File: src/rtl/serial_rx_controller_if.sv
// Host-side command and output-FIFO signals of serial_rx_controller.
// The master is the host; the slave is the controller.
interface serial_rx_controller_if #(
  parameter int unsigned WORD_W = 8,
  parameter int unsigned CNT_W  = 4
);
  logic              cfg_valid;
  logic              cfg_ready;
  logic [1:0]        cfg_func;
  logic [3:0]        cfg_m;
  logic [CNT_W-1:0]  cfg_count;
  logic [WORD_W-1:0] out_data;
  logic              out_valid;
  logic              out_ready;

  modport master (
    output cfg_valid, cfg_func, cfg_m, cfg_count, out_ready,
    input  cfg_ready, out_data, out_valid
  );

  modport slave (
    input  cfg_valid, cfg_func, cfg_m, cfg_count, out_ready,
    output cfg_ready, out_data, out_valid
  );
endinterface

File: src/rtl/serial_rx_controller.sv
// Session controller for serial_receiver: arms the receiver, collects a
// counted number of words into an output FIFO and reports session status.
module serial_rx_controller #(
  parameter int unsigned WORD_W     = 8,
  parameter int unsigned FIFO_DEPTH = 4,
  parameter int unsigned CNT_W      = 4,
  parameter int unsigned TIMEOUT    = 255
) (
  input  logic                clk,
  input  logic                reset,
  serial_rx_controller_if.slave host,
  input  logic                abort,
  output logic                rx_reset,
  output logic                rx_enable,
  output logic [1:0]          rx_func,
  output logic [3:0]          rx_m,
  input  logic [WORD_W-1:0]   rx_word,
  input  logic                rx_word_ready,
  output logic                busy,
  output logic                done,
  output logic                overflow,
  output logic                timeout
);

  localparam int unsigned PTR_W = (FIFO_DEPTH > 1) ? $clog2(FIFO_DEPTH) : 1;
  localparam int unsigned OCC_W = $clog2(FIFO_DEPTH + 1);
  localparam int unsigned TMR_W = (TIMEOUT > 0) ? $clog2(TIMEOUT + 1) : 1;

  typedef enum logic [1:0] {IDLE, ARM, RUN, DONE} state_t;

  state_t            state, state_nxt;
  logic [CNT_W-1:0]  remaining;
  logic [TMR_W-1:0]  idle_timer;
  logic              rdy_q;
  logic [WORD_W-1:0] mem [FIFO_DEPTH];
  logic [PTR_W-1:0]  wr_ptr, rd_ptr;
  logic [OCC_W-1:0]  occ;

  logic accept, take, pop, push, last_word, timer_hit;

  assign accept    = host.cfg_valid & host.cfg_ready;
  // Words are taken on the 0->1 transition of the strobe only.
  assign take      = (state == RUN) & rx_word_ready & ~rdy_q;
  assign pop       = host.out_valid & host.out_ready;
  assign push      = take & ((occ != OCC_W'(FIFO_DEPTH)) | pop);
  assign last_word = take & (remaining == CNT_W'(1));
  assign timer_hit = (idle_timer == TMR_W'(TIMEOUT));

  assign host.out_valid = (occ != '0);
  assign host.out_data  = mem[rd_ptr];

  always_ff @(posedge clk or negedge reset) begin
    if (!reset) state <= IDLE;
    else        state <= state_nxt;
  end

  always_comb begin
    state_nxt      = state;
    host.cfg_ready = 1'b0;
    rx_reset       = 1'b0;
    rx_enable      = 1'b0;
    done           = 1'b0;
    busy           = (state != IDLE);
    case (state)
      IDLE: begin
        host.cfg_ready = 1'b1;
        if (accept) state_nxt = (host.cfg_count == '0) ? DONE : ARM;
      end
      ARM: begin
        rx_reset  = 1'b1;
        state_nxt = RUN;
      end
      RUN: begin
        rx_enable = 1'b1;
        if (abort || last_word || timer_hit) state_nxt = DONE;
      end
      DONE: begin
        done      = 1'b1;
        state_nxt = IDLE;
      end
      default: state_nxt = IDLE;
    endcase
  end

  always_ff @(posedge clk or negedge reset) begin
    if (!reset) begin
      rx_func    <= '0;
      rx_m       <= '0;
      remaining  <= '0;
      idle_timer <= '0;
      overflow   <= 1'b0;
      timeout    <= 1'b0;
      rdy_q      <= 1'b0;
    end else begin
      rdy_q <= rx_word_ready;
      case (state)
        IDLE: begin
          if (accept) begin
            rx_func   <= host.cfg_func;
            rx_m      <= host.cfg_m;
            remaining <= host.cfg_count;
          end
        end
        ARM: begin
          overflow   <= 1'b0;
          timeout    <= 1'b0;
          idle_timer <= '0;
        end
        RUN: begin
          if (take) begin
            remaining  <= remaining - CNT_W'(1);
            idle_timer <= '0;
            if (!push) overflow <= 1'b1;
          end else if (!timer_hit) begin
            idle_timer <= idle_timer + TMR_W'(1);
          end
          // Timeout is flagged only when it is the reason the session ends.
          if (!abort && !last_word && timer_hit) timeout <= 1'b1;
        end
        default: ;
      endcase
    end
  end

  always_ff @(posedge clk or negedge reset) begin
    if (!reset) begin
      for (int unsigned i = 0; i < FIFO_DEPTH; i++) mem[i] <= '0;
      wr_ptr <= '0;
      rd_ptr <= '0;
      occ    <= '0;
    end else begin
      if (push) begin
        mem[wr_ptr] <= rx_word;
        wr_ptr      <= wr_ptr + PTR_W'(1);
      end
      if (pop) rd_ptr <= rd_ptr + PTR_W'(1);
      case ({push, pop})
        2'b10:   occ <= occ + OCC_W'(1);
        2'b01:   occ <= occ - OCC_W'(1);
        default: ;
      endcase
    end
  end

endmodule
File: src/flat_wrapper.sv
// flat-port wrapper written by rule: the top's interface ports become plain ports
module serial_rx_controller_flat 
#(
  parameter int unsigned WORD_W     = 8,
  parameter int unsigned FIFO_DEPTH = 4,
  parameter int unsigned CNT_W      = 4,
  parameter int unsigned TIMEOUT    = 255
)
  (clk, reset, abort, rx_reset, rx_enable, rx_func, rx_m, rx_word, rx_word_ready, busy, done, overflow, timeout, host_cfg_valid, host_cfg_func, host_cfg_m, host_cfg_count, host_out_ready, host_cfg_ready, host_out_data, host_out_valid);
  serial_rx_controller_if #(.WORD_W(WORD_W), .CNT_W(CNT_W)) host_i ();
  input  logic clk;
  input  logic reset;
  input  logic abort;
  output logic rx_reset;
  output logic rx_enable;
  output logic [1:0] rx_func;
  output logic [3:0] rx_m;
  input  logic [WORD_W-1:0] rx_word;
  input  logic rx_word_ready;
  output logic busy;
  output logic done;
  output logic overflow;
  output logic timeout;
  input wire logic [$bits(host_i.cfg_valid)-1:0] host_cfg_valid;
  input wire logic [$bits(host_i.cfg_func)-1:0] host_cfg_func;
  input wire logic [$bits(host_i.cfg_m)-1:0] host_cfg_m;
  input wire logic [$bits(host_i.cfg_count)-1:0] host_cfg_count;
  input wire logic [$bits(host_i.out_ready)-1:0] host_out_ready;
  output wire logic [$bits(host_i.cfg_ready)-1:0] host_cfg_ready;
  output wire logic [$bits(host_i.out_data)-1:0] host_out_data;
  output wire logic [$bits(host_i.out_valid)-1:0] host_out_valid;
  assign host_i.cfg_valid = host_cfg_valid;
  assign host_i.cfg_func = host_cfg_func;
  assign host_i.cfg_m = host_cfg_m;
  assign host_i.cfg_count = host_cfg_count;
  assign host_i.out_ready = host_out_ready;
  assign host_cfg_ready = host_i.cfg_ready;
  assign host_out_data = host_i.out_data;
  assign host_out_valid = host_i.out_valid;
  serial_rx_controller #(.WORD_W(WORD_W), .FIFO_DEPTH(FIFO_DEPTH), .CNT_W(CNT_W), .TIMEOUT(TIMEOUT)) u_core (.clk(clk), .reset(reset), .host(host_i), .abort(abort), .rx_reset(rx_reset), .rx_enable(rx_enable), .rx_func(rx_func), .rx_m(rx_m), .rx_word(rx_word), .rx_word_ready(rx_word_ready), .busy(busy), .done(done), .overflow(overflow), .timeout(timeout));
endmodule
File: config.mk
export PLATFORM = sky130hd
export DESIGN_NAME = serial_rx_controller_flat
export DESIGN_NICKNAME = d
export VERILOG_FILES = /design/src/rtl/serial_rx_controller_if.sv /design/src/rtl/serial_rx_controller.sv /design/src/flat_wrapper.sv
export SDC_FILE = /design/constraint.sdc
export NUM_CORES = 1
export LEC_CHECK = 0
export BUFFER_PORTS_ARGS = -buffer_cell sky130_fd_sc_hd__buf_2
export CORE_MARGIN = 2
export CORE_UTILIZATION = 40
export CTS_CLUSTER_DIAMETER = 60
export DETAILED_ROUTE_END_ITERATION = 12
export PLACE_DENSITY = 0.56
export SLEW_MARGIN = 20
export SYNTH_ARGS = -nofsm -noshare
export SYNTH_HDL_FRONTEND = slang
export SYNTH_SLANG_ARGS = --single-unit
File: constraint.sdc
create_clock -name clk -period 3 [get_ports clk]
set_input_delay 0.6 -clock clk [delete_from_list [all_inputs] [get_ports clk]]
set_output_delay 0.6 -clock clk [all_outputs]
set_load 0.01 [all_outputs]
## Word-level counts from Yosys, hierarchy flattened

Cells that the tools add are included.

- Flip-flop bits (word level): 62
- Latch bits: 0
- RAM bits: 0
- Bits in read-only memories: 0
- Bits of input ports: 24
- Logic and storage cells: 94
- Memories: 0

- $add $sub $neg: 6
- Multiply operators: 0
- Div/mod/pow operators: 0
- Magnitude comparators: 3
- Eq/ne operators: 14
- Shift-type cells: 0
- Multiplexer cells: 26
- Bitwise logic cells: 10
- Reductions and logical operators: 20

Operators with widths:

| operator | count |
|---|---|
| $mux W8 | 5 |
| $bwmux W32 | 1 |
| $bmux W8 S2 | 1 |
| $demux W8 S2 | 1 |
| $pmux W8 S2 | 1 |
| $add A8 B1 Y8 const B | 1 |
| $eq A8 B8 Y1 const B | 1 |
| $mux W4 | 2 |
| $pmux W2 S4 | 1 |
| $pmux W4 S2 | 1 |
| $reduce_and A2 Y1 | 4 |
| $reduce_bool A2 Y1 | 4 |
| $mux W1 | 7 |
| $and A1 B1 Y1 | 6 |
| $eq A2 B2 Y1 const B | 3 |
| $ge A3 B3 Y1 const B | 2 |
| $mux W2 | 3 |
| $ne A2 B2 Y1 const B | 3 |
| $not A2 Y3 | 2 |
| $pmux W3 S2 | 1 |
| $reduce_and A3 Y1 | 2 |
| $add A2 B1 Y2 const B | 2 |
| $eq A2 B1 Y1 const B | 2 |
| $eq A4 B1 Y1 const B | 1 |
| other kinds (16) | 22 |

## Logic depth before layout (Yosys ltp)

- Word-level depth: 9
- Gate-level depth with buffers: 12

## Worst setup path after synthesis

Ideal clock, no wire load.

- Kind: input to register
- Start: input port host_out_ready
- End: register u_core.occ[2]
- Library setup time: 79 ps
- Data arrival time: 2496 ps
- Slack: 424 ps
- Stages: 10
- Buffers on the path: 1
- Cell sequence: or4b_4 and3_4 buf_12 inv_1 ha_1 inv_1 fa_1 xor2_1 nor2_1 xor2_1

- Cells in the longest elaborated chain, start to end: 5
- Elaborated cells on any way between the ends: 7
- Those cells by class: eq/ne (2); mux (1); bitwise (3); reduce/logical (1)

RTL lines:

| item | line | RTL |
|---|---|---|
| start, declared | flat_wrapper.sv:28 | `input wire logic [$bits(host_i.out_ready)-1:0] host_out_ready;` |
| $and A1 B1 Y1 (*) | serial_rx_controller.sv:44 | `assign pop = host.out_valid & host.out_ready;` |
| $or A1 B1 Y1 | serial_rx_controller.sv:45 | `assign push = take & ((occ != OCC_W'(FIFO_DEPTH)) \| pop);` |
| $and A1 B1 Y1 | serial_rx_controller.sv:45 |  |
| $eq A2 B1 Y1 / $eq A2 B2 Y1 (equally long branches) | serial_rx_controller.sv:137 | `case ({push, pop})` |
| $pmux W3 S2 / $reduce_bool A2 Y1 (equally long branches) | n/a |  |
| end signal, assigned | serial_rx_controller.sv:138 | `2'b10: occ <= occ + OCC_W'(1);` |
| end signal, assigned | serial_rx_controller.sv:139 | `2'b01: occ <= occ - OCC_W'(1);` |
| end, declared | serial_rx_controller.sv:37 | `logic [OCC_W-1:0] occ;` |

Mark *: on every way between the ends. The rest lies on a longest branch, timed or not.
A chain may end at the register's enable or synchronous reset.

## Final worst setup path

- Start: register u_core.occ[1]
- End: register u_core.occ[2]

- Cells in the longest elaborated chain, start to end: 6
- Elaborated cells on any way between the ends: 11
- Those cells by class: add/sub (2); eq/ne (3); mux (1); bitwise (3); reduce/logical (2)

RTL lines:

| item | line | RTL |
|---|---|---|
| $reduce_bool A3 Y1 | serial_rx_controller.sv:49 | `assign host.out_valid = (occ != '0);` |
| $and A1 B1 Y1 | serial_rx_controller.sv:44 |  |
| $or A1 B1 Y1 | serial_rx_controller.sv:45 |  |
| $and A1 B1 Y1 | serial_rx_controller.sv:45 |  |
| $eq A2 B1 Y1 / $eq A2 B2 Y1 (equally long branches) | serial_rx_controller.sv:137 |  |
| $pmux W3 S2 / $reduce_bool A2 Y1 (equally long branches) | n/a |  |

Several ways; a longest one is shown, not always the timed one.

==> impl_metrics.tcl <==
set metrics [dict create \
    clkSinkCount 62 \
    ant_nets 0 \
    period_minus_slack_ps 2490 \
    place_hpwl_um 4230 \
    post_cts_buffers 0 \
    share_seq_of_total_power 0.387 \
    syn_avg_cell_area_um2 13.4 \
    clk_latency_ps 330 \
    die_y_um 93.5 \
    grtUsageMet2 0.244 \
    r2r-start "u_core.occ[1]$_DFFE_PN0P_" \
    cp.arrival_ps 2740 \
    required_ps 3250 \
    grt_pass1_wl_um 10300 \
    drcViolationCount 0 \
    synth_top_family_by_area "multiplexers" \
    ys.flop_type "dfrtp_1" \
    worstPathMaxFanout 8 \
    max_freq_mhz 402 \
    instances_no_fill 398 \
    ys_async_sr_fraction 1.00 \
    pwr-share-comb 0.418 \
    syn_inst 239 \
    synthToLayoutAreaGrowth_pct 16.3 \
    maxSlewViolCount 0 \
    h-tree-depth 3 \
    power.switching_mw 1.32 \
    grt_max_degree 33 \
    yosys-top-cells-area "dfrtp_1 48%, mux2_4 15%, mux4_2 5.6%, ha_1 4.7%, nand2_8 2.5%" \
    dieArea_um2 8740 \
    reg2regPathDepth 9 \
    synth_fa_ha_area_frac 0.0531 \
    timing.final.crit_share 0.830 \
    rsz0062_at_grt "no" \
    finalHoldViolations 0 \
    synth_simple_gate_area_frac 0.106 \
    vias 1992 \
    cts_hold_buffers 0 \
    place_congestion 0.768 \
    grt.overflow.total 0 \
    rrSetupSlack_ps 510 \
    p_per_area_nw_per_um2 1010 \
    max-vdd-ir-drop_v 0.000660 \
    drive_gt1_frac 0.402 \
    slew_headroom 0.479 \
    setup_violations 0 \
    numCtsBuffers 9 \
    ys_seq_elements 62 \
    synthTopCellsByCount "62 x dfrtp_1, 32 x mux2_4, 15 x inv_1" \
    startpoint_type "flop" \
    start_util 0.415 \
    synth_nets 276 \
    clockBufferDepth 2 \
    cts_tree "built" \
    dr.first_iter.drc_count 45 \
    cap_violations 0 \
    p_sw_frac 0.352 \
    root_buffer "clkbuf_8" \
    yosysWarnings 0 \
    grt_busiest_layer "met2" \
    coreArea_um2 7730 \
    synth_xor_area_frac 0.0164 \
    synth-compound-area-share 0.0800 \
    io_pins 46 \
    viasPerCell 5.01 \
    clkTransAtPathRegs_ps 70 \
    hold_class "primary input to async pin" \
    tightest_slew_ps 781 \
    status "finished clean" \
    antenna_found_initial 0 \
    firstDrtPassIters 4 \
    p_int_mw 2.43 \
    tns_ps 0 \
    grtUsageMet1 0.209 \
    wl_um 6080 \
    synth_edf_count 0 \
    grt.met3_usage 0.0322 \
    cts_resized 0 \
    p_clk_frac 0.195 \
    grt_pass1_vias 2028 \
    wl_per_cell_um 15.3 \
    antenna_cells 0 \
    syn-cell-area_um2 3200 \
    grt_usage 0.155 \
    power.total_mw 3.75 \
    finalNetCount 328 \
    seq_area_frac_synth 0.484 \
    leakagePower_nw 1.80 \
    yosysUniqueCellTypes 48 \
    synth.area.mux_share 0.227 \
    io_buffers 45 \
    clock_skew_ps 9.35 \
    chipWidth_um 93.5 \
    rr_endpoint "u_core.occ[2]$_DFFE_PN0P_" \
    crit_type "flop to flop" \
    rows 32 \
    yosysTopAreaCell "dfrtp_1" \
    endpoint_kind "flop" \
    post-place-cells 382 \
    synth_top_area_frac 0.484 \
    yosysMostFrequentCell "dfrtp_1" \
]
## state kept, by name (all words and copies together) (netlist names), 2 cells and up
signal / flops
u_core.occ: 3
u_core.rx_func: 2
u_core.rd_ptr: 2
u_core.wr_ptr: 2
u_core.idle_timer: 8
u_core.rx_m: 4
u_core.state: 2
u_core.remaining: 4
u_core.mem: 32
## cell usage in the layout, fill, tap and decap left out, types with 2 or more instances in the layout
master / synthesis / final
inv_1: 15 / 15
nor2b_1: 2 / 2
buf_4: 0 / 3
mux2_4: 32 / 32
clkinv_4: 0 / 2
a21o_1: 2 / 2
nand3_1: 6 / 6
nand2_1: 13 / 13
nor3_1: 2 / 2
nand2b_1: 3 / 3
o21ai_0: 9 / 9
o211ai_1: 3 / 3
nor2_1: 8 / 8
clkinv_2: 0 / 2
and2_1: 3 / 3
ha_1: 12 / 12
mux4_2: 8 / 8
xnor2_1: 3 / 3
buf_2: 1 / 45
o31ai_1: 3 / 3
a21oi_1: 7 / 7
mux2_2: 6 / 6
o22ai_1: 2 / 2
a41oi_1: 3 / 3
a311o_1: 2 / 2
dfrtp_1: 62 / 62
nand2_8: 4 / 4
xor2_1: 3 / 3
clkbuf_8: 0 / 9
## metrics by stage
step	cell area (µm²)	worst slack [ps]	utilization	hold slack, ps
after floorplan	3200	424	-	304
after global placement	3530	318	0.457	482
after detailed placement	3530	262	0.457	488
after CTS	3730	499	0.482	365
after global routing	3730	362	0.482	392
final	3730	511	0.482	343
## layer usage
layer	share of wire	vias up
met2	0.48	46
met1	0.47	971
li1	-	967
met4	0.0091	0
met3	0.044	8
met5	0	-
## final cells by class
cell class                      instances  area [µm²]
Fill cell                             711        4000
Sequential cell                        62        1550
Multi-Input combinational cell        155        1550
Timing Repair Buffer                   48         248
Tap cell                              102         128
Clock buffer                            9         124
Clock inverter                          7        73.8
Inverter                               15        56.3
## critical path, stage by stage, from the launching register on
cell and delay (ps):
dfrtp_1 410, or4b_4 540, and3_4 280, inv_1 80, ha_1 180, inv_1 70, fa_1 420, xor2_1 150
nor2_1 110, xor2_1 150
## logic make-up (layout without fill, tap and decap cells)
family          count (synthesis)  in the layout
simple gates                   52             52
flops                          62             62
mux                            46             46
buf+inv                        22             79
xor+xnor                        6              6
compound gates                 38             38
fa+ha+maj                      13             13
## power by group through the flow
stage	logic, mW	clock network, mW	registers, mW
floorplan	1.26	0	1.37
global placement	1.57	0	1.46
finish	1.57	0.731	1.45
CTS	1.59	0.758	1.46
global route	1.74	0.790	1.51
detailed placement	1.58	0	1.47
## how the worst max path moves through the flow
stage                                   start  slack, ps  cells after the start                        end
detailed placement             host_out_ready        260                     10  u_core.occ[2]$_DFFE_PN0P_
floorplan                      host_out_ready        420                     10  u_core.occ[2]$_DFFE_PN0P_
global route        u_core.occ[1]$_DFFE_PN0P_        360                      9  u_core.occ[2]$_DFFE_PN0P_
CTS                 u_core.occ[1]$_DFFE_PN0P_        500                      9  u_core.occ[2]$_DFFE_PN0P_
global placement               host_out_ready        320                     10  u_core.occ[2]$_DFFE_PN0P_
finish              u_core.occ[1]$_DFFE_PN0P_        510                      9  u_core.occ[2]$_DFFE_PN0P_
Note: power is estimated with default switching activity, not from simulation.
